$ cat src/rtl/irq_pkg.sv
// Shared encodings for the two-source interrupt controller: per-source state
// codes, ack codes and the ack-to-retire decode.
package irq_pkg;

    typedef enum logic [1:0] {
        S_IDLE  = 2'b00,
        S_PEND  = 2'b01,
        S_SERV  = 2'b10,
        S_REARM = 2'b11
    } src_state_t;

    localparam logic [1:0] ACK_NONE = 2'b00;
    localparam logic [1:0] ACK_ONE  = 2'b01;
    localparam logic [1:0] ACK_ZERO = 2'b10;
    localparam logic [1:0] ACK_BOTH = 2'b11;

    // ACK_BOTH retires only source zero; source one stays in service.
    // Acks for bits not currently presented are dropped.
    function automatic logic [1:0] ack_clear(input logic [1:0] active,
                                             input logic [1:0] ack);
        logic [1:0] clr;
        clr = 2'b00;
        if (ack == ACK_ZERO || ack == ACK_BOTH) clr[1] = active[1];
        if (ack == ACK_ONE)                     clr[0] = active[0];
        return clr;
    endfunction

endpackage

$ cat src/rtl/irq_src.sv
// One interrupt source: optional two-flop synchronizer (IRQ_CTRL_SYNC_EN),
// edge/level detector, per-source FSM and sticky overrun bit.
module irq_src
    import irq_pkg::*;
#(
    parameter logic EDGE = 1'b1
) (
    input  logic clk,
    input  logic s_reset_h,
    input  logic raw,
    input  logic en,
    input  logic grant,
    input  logic ack,
    input  logic ovr_clr,
    output logic req,
    output logic pending,
    output logic overrun
);

    logic       sig;
    logic       prev;
    logic       evt;
    src_state_t state;

`ifdef IRQ_CTRL_SYNC_EN
    logic sync1, sync2;

    always_ff @(posedge clk) begin
        if (s_reset_h) begin
            sync1 <= 1'b0;
            sync2 <= 1'b0;
        end else begin
            sync1 <= raw;
            sync2 <= sync1;
        end
    end

    assign sig = sync2;
`else
    assign sig = raw;
`endif

    assign evt     = EDGE ? (sig & ~prev) : sig;
    // A fresh event from idle can be presented on the same edge it is detected.
    assign req     = en && ((state == S_PEND) || (state == S_IDLE && evt));
    assign pending = (state == S_PEND) || (state == S_SERV);

    always_ff @(posedge clk) begin
        if (s_reset_h) begin
            state   <= S_IDLE;
            prev    <= 1'b0;
            overrun <= 1'b0;
        end else begin
            prev <= sig;
            if (EDGE && evt && (state == S_PEND || (state == S_SERV && !ack)))
                overrun <= 1'b1;
            else if (ovr_clr)
                overrun <= 1'b0;

            case (state)
                S_IDLE:  if (req) state <= grant ? S_SERV : S_PEND;
                S_PEND: begin
                    if (!en)        state <= S_IDLE;
                    else if (grant) state <= S_SERV;
                end
                S_SERV: begin
                    // Ack is retired first, so an edge arriving with it is kept.
                    if (ack) begin
                        if (!EDGE)           state <= S_REARM;
                        else if (evt && en)  state <= S_PEND;
                        else                 state <= S_IDLE;
                    end
                end
                S_REARM: if (!sig) state <= S_IDLE;
                default: state <= S_IDLE;
            endcase
        end
    end

endmodule

$ cat src/rtl/irq_ctrl.sv
// Two-source interrupt controller top: presentation register with freeze
// until acked, ack decode, two irq_src instances. Sync option: IRQ_CTRL_SYNC_EN.
module irq_ctrl
    import irq_pkg::*;
#(
    parameter logic [1:0] EDGE_MASK = 2'b11
) (
    input  logic       clk,
    input  logic       s_reset_h,
    input  logic [1:0] irq_raw,
    input  logic [1:0] irq_en,
    input  logic [1:0] irq_ack,
    input  logic       irq_ovr_clr,
    output logic [1:0] irq_active,
    output logic [1:0] irq_pending,
    output logic [1:0] irq_overrun
);

    logic [1:0] req;
    logic [1:0] ack_clr;
    logic       idle;

    assign idle    = (irq_active == 2'b00);
    assign ack_clr = ack_clear(irq_active, irq_ack);

    generate
        for (genvar i = 0; i < 2; i++) begin : g_src
            irq_src #(.EDGE(EDGE_MASK[i])) u_src (
                .clk       (clk),
                .s_reset_h (s_reset_h),
                .raw       (irq_raw[i]),
                .en        (irq_en[i]),
                .grant     (idle),
                .ack       (ack_clr[i]),
                .ovr_clr   (irq_ovr_clr),
                .req       (req[i]),
                .pending   (irq_pending[i]),
                .overrun   (irq_overrun[i])
            );
        end
    endgenerate

    // Load only when empty; otherwise the vector can only shrink via acks.
    always_ff @(posedge clk) begin
        if (s_reset_h)  irq_active <= 2'b00;
        else if (idle)  irq_active <= req;
        else            irq_active <= irq_active & ~ack_clr;
    end

endmodule

$ cat config.mk
export PLATFORM = sky130hd
export DESIGN_NAME = irq_ctrl
export DESIGN_NICKNAME = d
export VERILOG_FILES = /design/src/rtl/irq_pkg.sv /design/src/rtl/irq_src.sv /design/src/rtl/irq_ctrl.sv
export SDC_FILE = /design/constraint.sdc
export NUM_CORES = 1
export LEC_CHECK = 0
export ABC_CLOCK_PERIOD_IN_PS = 1500
export CORE_MARGIN = 1
export CORE_UTILIZATION = 40
export CTS_BUF_LIST = sky130_fd_sc_hd__clkbuf_16
export DETAILED_ROUTE_END_ITERATION = 10
export GPL_TIMING_DRIVEN = 0
export PLACE_DENSITY = 0.65
export SETUP_SLACK_MARGIN = 0.1
export SYNTH_ARGS = -nofsm -noshare
export SYNTH_HDL_FRONTEND = slang
export SYNTH_HIERARCHICAL = 1
export SYNTH_SLANG_ARGS = --single-unit
$ cat constraint.sdc
create_clock -name clk -period 1.5 [get_ports clk]
set_input_delay 0.3 -clock clk [delete_from_list [all_inputs] [get_ports clk]]
set_output_delay 0.3 -clock clk [all_outputs]
set_load 0.1 [all_outputs]
=== Word-level counts from Yosys, hierarchy flattened ===
Index checks and enable logic that the tools add are counted.

* Word-level logic and storage cells: 76
* Flip-flop bits (word level): 10
* Bits of input ports: 9
* Output and inout bits: 6

* Reduce and logical (&&, ||, !) cells: 26
* Equality and inequality tests: 17
* Mux-type cells: 20
* Bitwise gates (word level): 6

{| class="wikitable"
|+ Operator list
! operator !! number
|-
| $mux 2 || 11
|-
| $pmux 2 s4 || 2
|-
| $eq 2x2->1 const B || 6
|-
| $logic_and 1x1->1 || 10
|-
| $ne 2x1->1 const B || 4
|-
| $reduce_and 4->1 || 2
|-
| $logic_or 1x1->1 || 7
|-
| $mux 1 || 7
|-
| $eq 2x1->1 const B || 3
|-
| $logic_not 2->1 || 3
|-
| $ne 2x2->1 const B || 2
|-
| $reduce_bool 2->1 || 2
|-
| $ne 3x2->1 const B || 1
|-
| $ne 3x3->1 const B || 1
|-
| $and 1x1->1 || 2
|-
| $and 2x2->2 || 1
|-
| $logic_not 1->1 || 2
|-
| $not 1->1 || 2
|-
| $not 2->2 || 1
|}

=== Logic depth before layout (Yosys ltp) ===
* Word-level depth: 8
* Gate-level depth with buffers: 6
* Mapped depth without buffers: 6

=== Hierarchy ===
The synthesis kept the hierarchy.

{| class="wikitable"
|+ By module, submodules not included
! module !! sequential area each (µm²) !! instances !! cells an instance !! area each (µm²)
|-
| irq_src || 80.1 || 2 || 35 || 294.0
|-
| irq_ctrl || 40.0 || 1 || 12 || 106.4
|}

=== Worst setup path before layout ===
No wires, ideal clock.

* Path type: flip-flop to flip-flop
* From: reg irq_active[1]
* To: reg g_src[1].u_src.state[0]
* Arrival: 1.784 ns
* Stages on the path, launching flop included: 6
* Buffers on the path: 0
* Period minus slack after synthesis: 1.903 ns
* Library setup time: 0.118 ns
* Data required time: 1.382 ns
* Setup slack: -0.403 ns
* Cells stage by stage: dfxtp_1 -> and2_2 -> nor2b_1 -> a221o_1 -> nor3_1 -> nor3_1

* Elaborated cells between the ends (all ways): 8
* Those cells by class: 2 x eq/ne; 4 x mux; 2 x reduce/logical

{| class="wikitable"
|+ RTL lines
! what !! line !! text
|-
| from (decl) || irq_ctrl.sv:14 || <nowiki>output logic [1:0] irq_active,</nowiki>
|-
| from (signal assigned) || irq_ctrl.sv:46 || <nowiki>else if (idle) irq_active <= req;</nowiki>
|-
| from (signal assigned) || irq_ctrl.sv:47 || <nowiki>else irq_active <= irq_active & ~ack_clr;</nowiki>
|-
| $mux 1 || irq_pkg.sv:23 || <nowiki>if (ack == ACK_ZERO || ack == ACK_BOTH) clr[1] = active[1];</nowiki>
|-
| named net ack_clr[1] || irq_ctrl.sv:20 || <nowiki>logic [1:0] ack_clr;</nowiki>
|-
| $ne 2x1->1 (no line) || n/a ||
|-
| $reduce_and 4->1 (no line) || n/a ||
|-
| to (signal assigned) || irq_src.sv:61 || <nowiki>S_IDLE: if (req) state <= grant ? S_SERV : S_PEND;</nowiki>
|-
| to (decl) || irq_src.sv:23 || <nowiki>src_state_t state;</nowiki>
|}

The timed path passes the listed nets, and every way through them passes these cells. The select of a mux whose other input is x is not followed.
A chain may end at the register's enable or synchronous reset.

=== Worst setup path in the final report ===
* From: reg g_src[0].u_src.state[0]
* To: reg g_src[0].u_src.state[1]

* Cells in the longest elaborated chain, start to end: 6
* Elaborated cells between the ends (all ways): 13
* Those cells by class: 7 x eq/ne; 1 x mux; 5 x reduce/logical

{| class="wikitable"
|+ Ends and longest elaborated chain
! what !! line !! text
|-
| from (decl) || irq_src.sv:23 ||
|-
| from (signal assigned) || irq_src.sv:61 ||
|-
| $logic_not 2->1 || irq_src.sv:45, irq_src.sv:60 ||
|-
| $logic_and 1x1->1 || irq_src.sv:45 || <nowiki>assign req = en && ((state == S_PEND) || (state == S_IDLE && evt));</nowiki>
|-
| $logic_or 1x1->1 || irq_src.sv:45 ||
|-
| $logic_and 1x1->1 || irq_src.sv:45 ||
|-
| $ne 2x1->1 (no line) || n/a ||
|-
| $reduce_and 4->1 (no line) || n/a ||
|}

Parallel ways exist; a longest one is shown, timed or not.

==> impl_metrics.yaml <==
route:
  wl_per_cell_um: 17.2
  drc_errors: 1
  firstDrtPassIters: 7
  drt.antenna.violating_nets: 0
  viasPerCell: 6.16
  first_iter_violations: 25
  number_of_vias_after_detailed_routing: 745
  route.final.wire_length_um: 2080
floorplanning:
  design.portCount: 15
  floorplan.rows: 14
  die_height_um: 43.7
  die-width_um: 43.7
  floorplan.initialDensity: 0.445
  die_area_sq_um: 1910
  floorplan.core_area_sq_um: 1560
yosys:
  yosys_register_bits: 10
  syn_nets: 99
  syn_inst: 82
  synth.yosys.warnings: 6
  synth_cell_types: 22
  avgSynthCellArea_sq_um: 8.47
  seq_area_frac_synth: 0.288
  syn_area_sq_um: 694
global_routing:
  grt.total_usage: 0.210
  first_global_vias: 687
  global_route_wire_length_before_repair_um: 2980
  antenna_found_initial: 0
  grt-ovfl-total: 0
  pin_count_of_the_biggest_net_entering_global_routing: 12
cts:
  max-clock-path-buffers: 2
  cts_root_buffer: "sky130_fd_sc_hd__clkbuf_16"
  clk_transition_reported_paths_ns: 0.04
  cts_buffers: 3
  htreeDepth: 1
  tritoncts: "yes"
  clock_latency_ns: 0.24
  cts.sink_count: 10
sta:
  finalHoldViolCount: 0
  worst_rel_slew_slack: 0.678
  rsz0062_at_grt: "true"
  count_of_final_max_slew_check_failures: 0
  final_number_of_setup_violating_endpoints: 1
  worst_clock_skew_ns: 0.00326
  post-route-min-period_ns: 1.51
  final_min_period_over_clock_period: 1.00
  fmax_ghz: 0.664
  worstMarginPinSlew_ns: 0.486
  final_critical_path_setup_slack_ns: -0.00609
layout:
  area_growth_from_synthesis_to_final_layout_pct: 72.4
  drive_above_1_share: 0.533
  regArea_sq_um: 218
  filler_cell_count: 95
  final_cell_count_no_fill: 121
  antenna_cells_inserted: 0
  leading_cell_type_in_the_layout_fill_and_taps_excluded: "sky130_fd_sc_hd__a21oi_1"
  multi_input_area_sq_um: 652
  fin_nets: 123
  finish.utilization: 0.768
  layout_common_cells: "7 x sky130_fd_sc_hd__a21oi_1, 6 x sky130_fd_sc_hd__inv_2, 6 x sky130_fd_sc_hd__nor3_2, 6 x sky130_fd_sc_hd__ha_4"
worst_setup_path:
  critical-path-max-stage-delay_ns: 0.42
  required_ns: 1.60
  slowest_stage: "sky130_fd_sc_hd__o32a_1"
  path_cells: "buf_4 -> ha_4 -> o32a_1 -> a21oi_2 -> nor3_2"
  worst_setup_path_start_kind: "register"
  critical_path.n_buffers_inverters: 1
  worst-path-max-fanout: 5
  worstSetupPathType: "reg2reg"
  endpoint_kind: "register"
  arrival_time_of_the_worst_setup_path_ns: 1.61
  cp_top_family: "compound AO/OA/AOI/OAI gates"
placement:
  hpwlAfterDp_um: 1120
  portBuffers: 14
  placedCellCount: 112
  place.gp.congestion: 0.778
min_path:
  timing.hold.worst.class: "reg2reg"
flow_run:
  drv_cap: 0
power_and_ir_drop:
  power.ir.vdd_worst_v: 0.00174
  p_per_area_nw_per_um2: 2560
  leakage_dissipation_uw: 0.000488
run_status:
  violations: "DRC, setup timing"
  result_of_the_run: "complete, but fails checks"
-- cells in the mapped netlist (all sizes together) --
library cell	count	area (sq um)
a21oi	9	45.0
a221o	2	20.0
a221oi	2	17.5
a41o	2	20.0
and2	2	13.8
and2b	2	15.0
dfxtp	10	200
ha	8	100
inv	8	30.0
nand2	4	15.0
nand2b	3	18.8
nor2	3	11.3
nor2b	7	43.8
nor3	8	40.0
o21ai	5	25.0
o32a	2	20.0
o32ai	2	32.5
or2b	1	7.51
or3b	1	8.76
or4b	1	10.0
-- worst register-to-register path: stages, from the launching register on --
cell and delay, ns:
sky130_fd_sc_hd__dfxtp_4 0.35, sky130_fd_sc_hd__buf_4 0.14, sky130_fd_sc_hd__ha_4 0.18, sky130_fd_sc_hd__o32a_1 0.42, sky130_fd_sc_hd__a21oi_2 0.22, sky130_fd_sc_hd__nor3_2 0.07
-- flip-flops by register name, indices dropped and copies added (netlist names) --
name and cells:
g_src.u_src/overrun 2, g_src.u_src/prev 2, g_src.u_src/state 4, irq_active 2
-- cell families after synthesis --
family,Yosys count,synth area share
simple gates,32,0.265
compound gates,24,0.259
flops,10,0.288
fa+ha+maj,8,0.144
buf+inv,8,0.0432
-- routing by layer --
| layer | track usage | wire (um) | vias to the layer above |
|---|---|---|---|
| met2 | 0.337 | 972 | 47 |
| met4 | 0.0563 | 57 | 0 |
| li1 | - | - | 345 |
| met5 | 0 | 0 | - |
| met1 | 0.262 | 865 | 347 |
| met3 | 0.0833 | 183 | 6 |
-- worst paths after layout --
| kind | start | slack [ns] | cells past startpoint | end |
|---|---|---|---|---|
| min reg2reg | g_src[0].u_src/overrun$_SDFFE_PP0P_ | 0.47 | 2 | g_src[0].u_src/overrun$_SDFFE_PP0P_ |
| max reg2reg | g_src[0].u_src/state[0]$_SDFFE_PP0P_ | -0.006 | 5 | g_src[0].u_src/state[1]$_SDFFE_PP0P_ |
| max | g_src[0].u_src/state[0]$_SDFFE_PP0P_ | -0.006 | 5 | g_src[0].u_src/state[1]$_SDFFE_PP0P_ |
| min | g_src[0].u_src/overrun$_SDFFE_PP0P_ | 0.47 | 2 | g_src[0].u_src/overrun$_SDFFE_PP0P_ |
-- final cells by class --
type,count,share of cell area
Sequential cell,10,0.182
Timing Repair Buffer,19,0.162
Multi-Input combinational cell,64,0.544
Clock buffer,3,0.0627
Tap cell,16,0.0167
Clock inverter,1,0.00313
Inverter,8,0.0293
-- stage by stage --
step           hold slack (ns)  power [uW]  setup WS [ns]  area (sq um)   TNS, ns
5_1_grt                  0.507        3210        -0.0435          1200   -0.0435
3_3_place_gp             0.459        1790         -0.659           867     -3.89
4_1_cts                  0.472        2650         0.0903          1050         0
2_1_floorplan            0.359        1580          0.103           707         0
6_report                 0.468        3060       -0.00609          1200  -0.00609
3_5_place_dp             0.463        1800         -0.684           867     -4.00
-- power by group --
group	switching (uW)	internal [uW]
clock	136	351
sequential	88.2	361
combinational	1240	889
-- timing repair --
item / 4_1_cts / 5_1_grt
resized for setup: 68 / 26
setup buffers: 3 / 2
hold buffers: 0 / 0
pin swaps: 7 / 8
cloned: 0 / 0
setup endpoints to repair: 12 / 8
No activity file was read; power rests on OpenSTA's default activity.
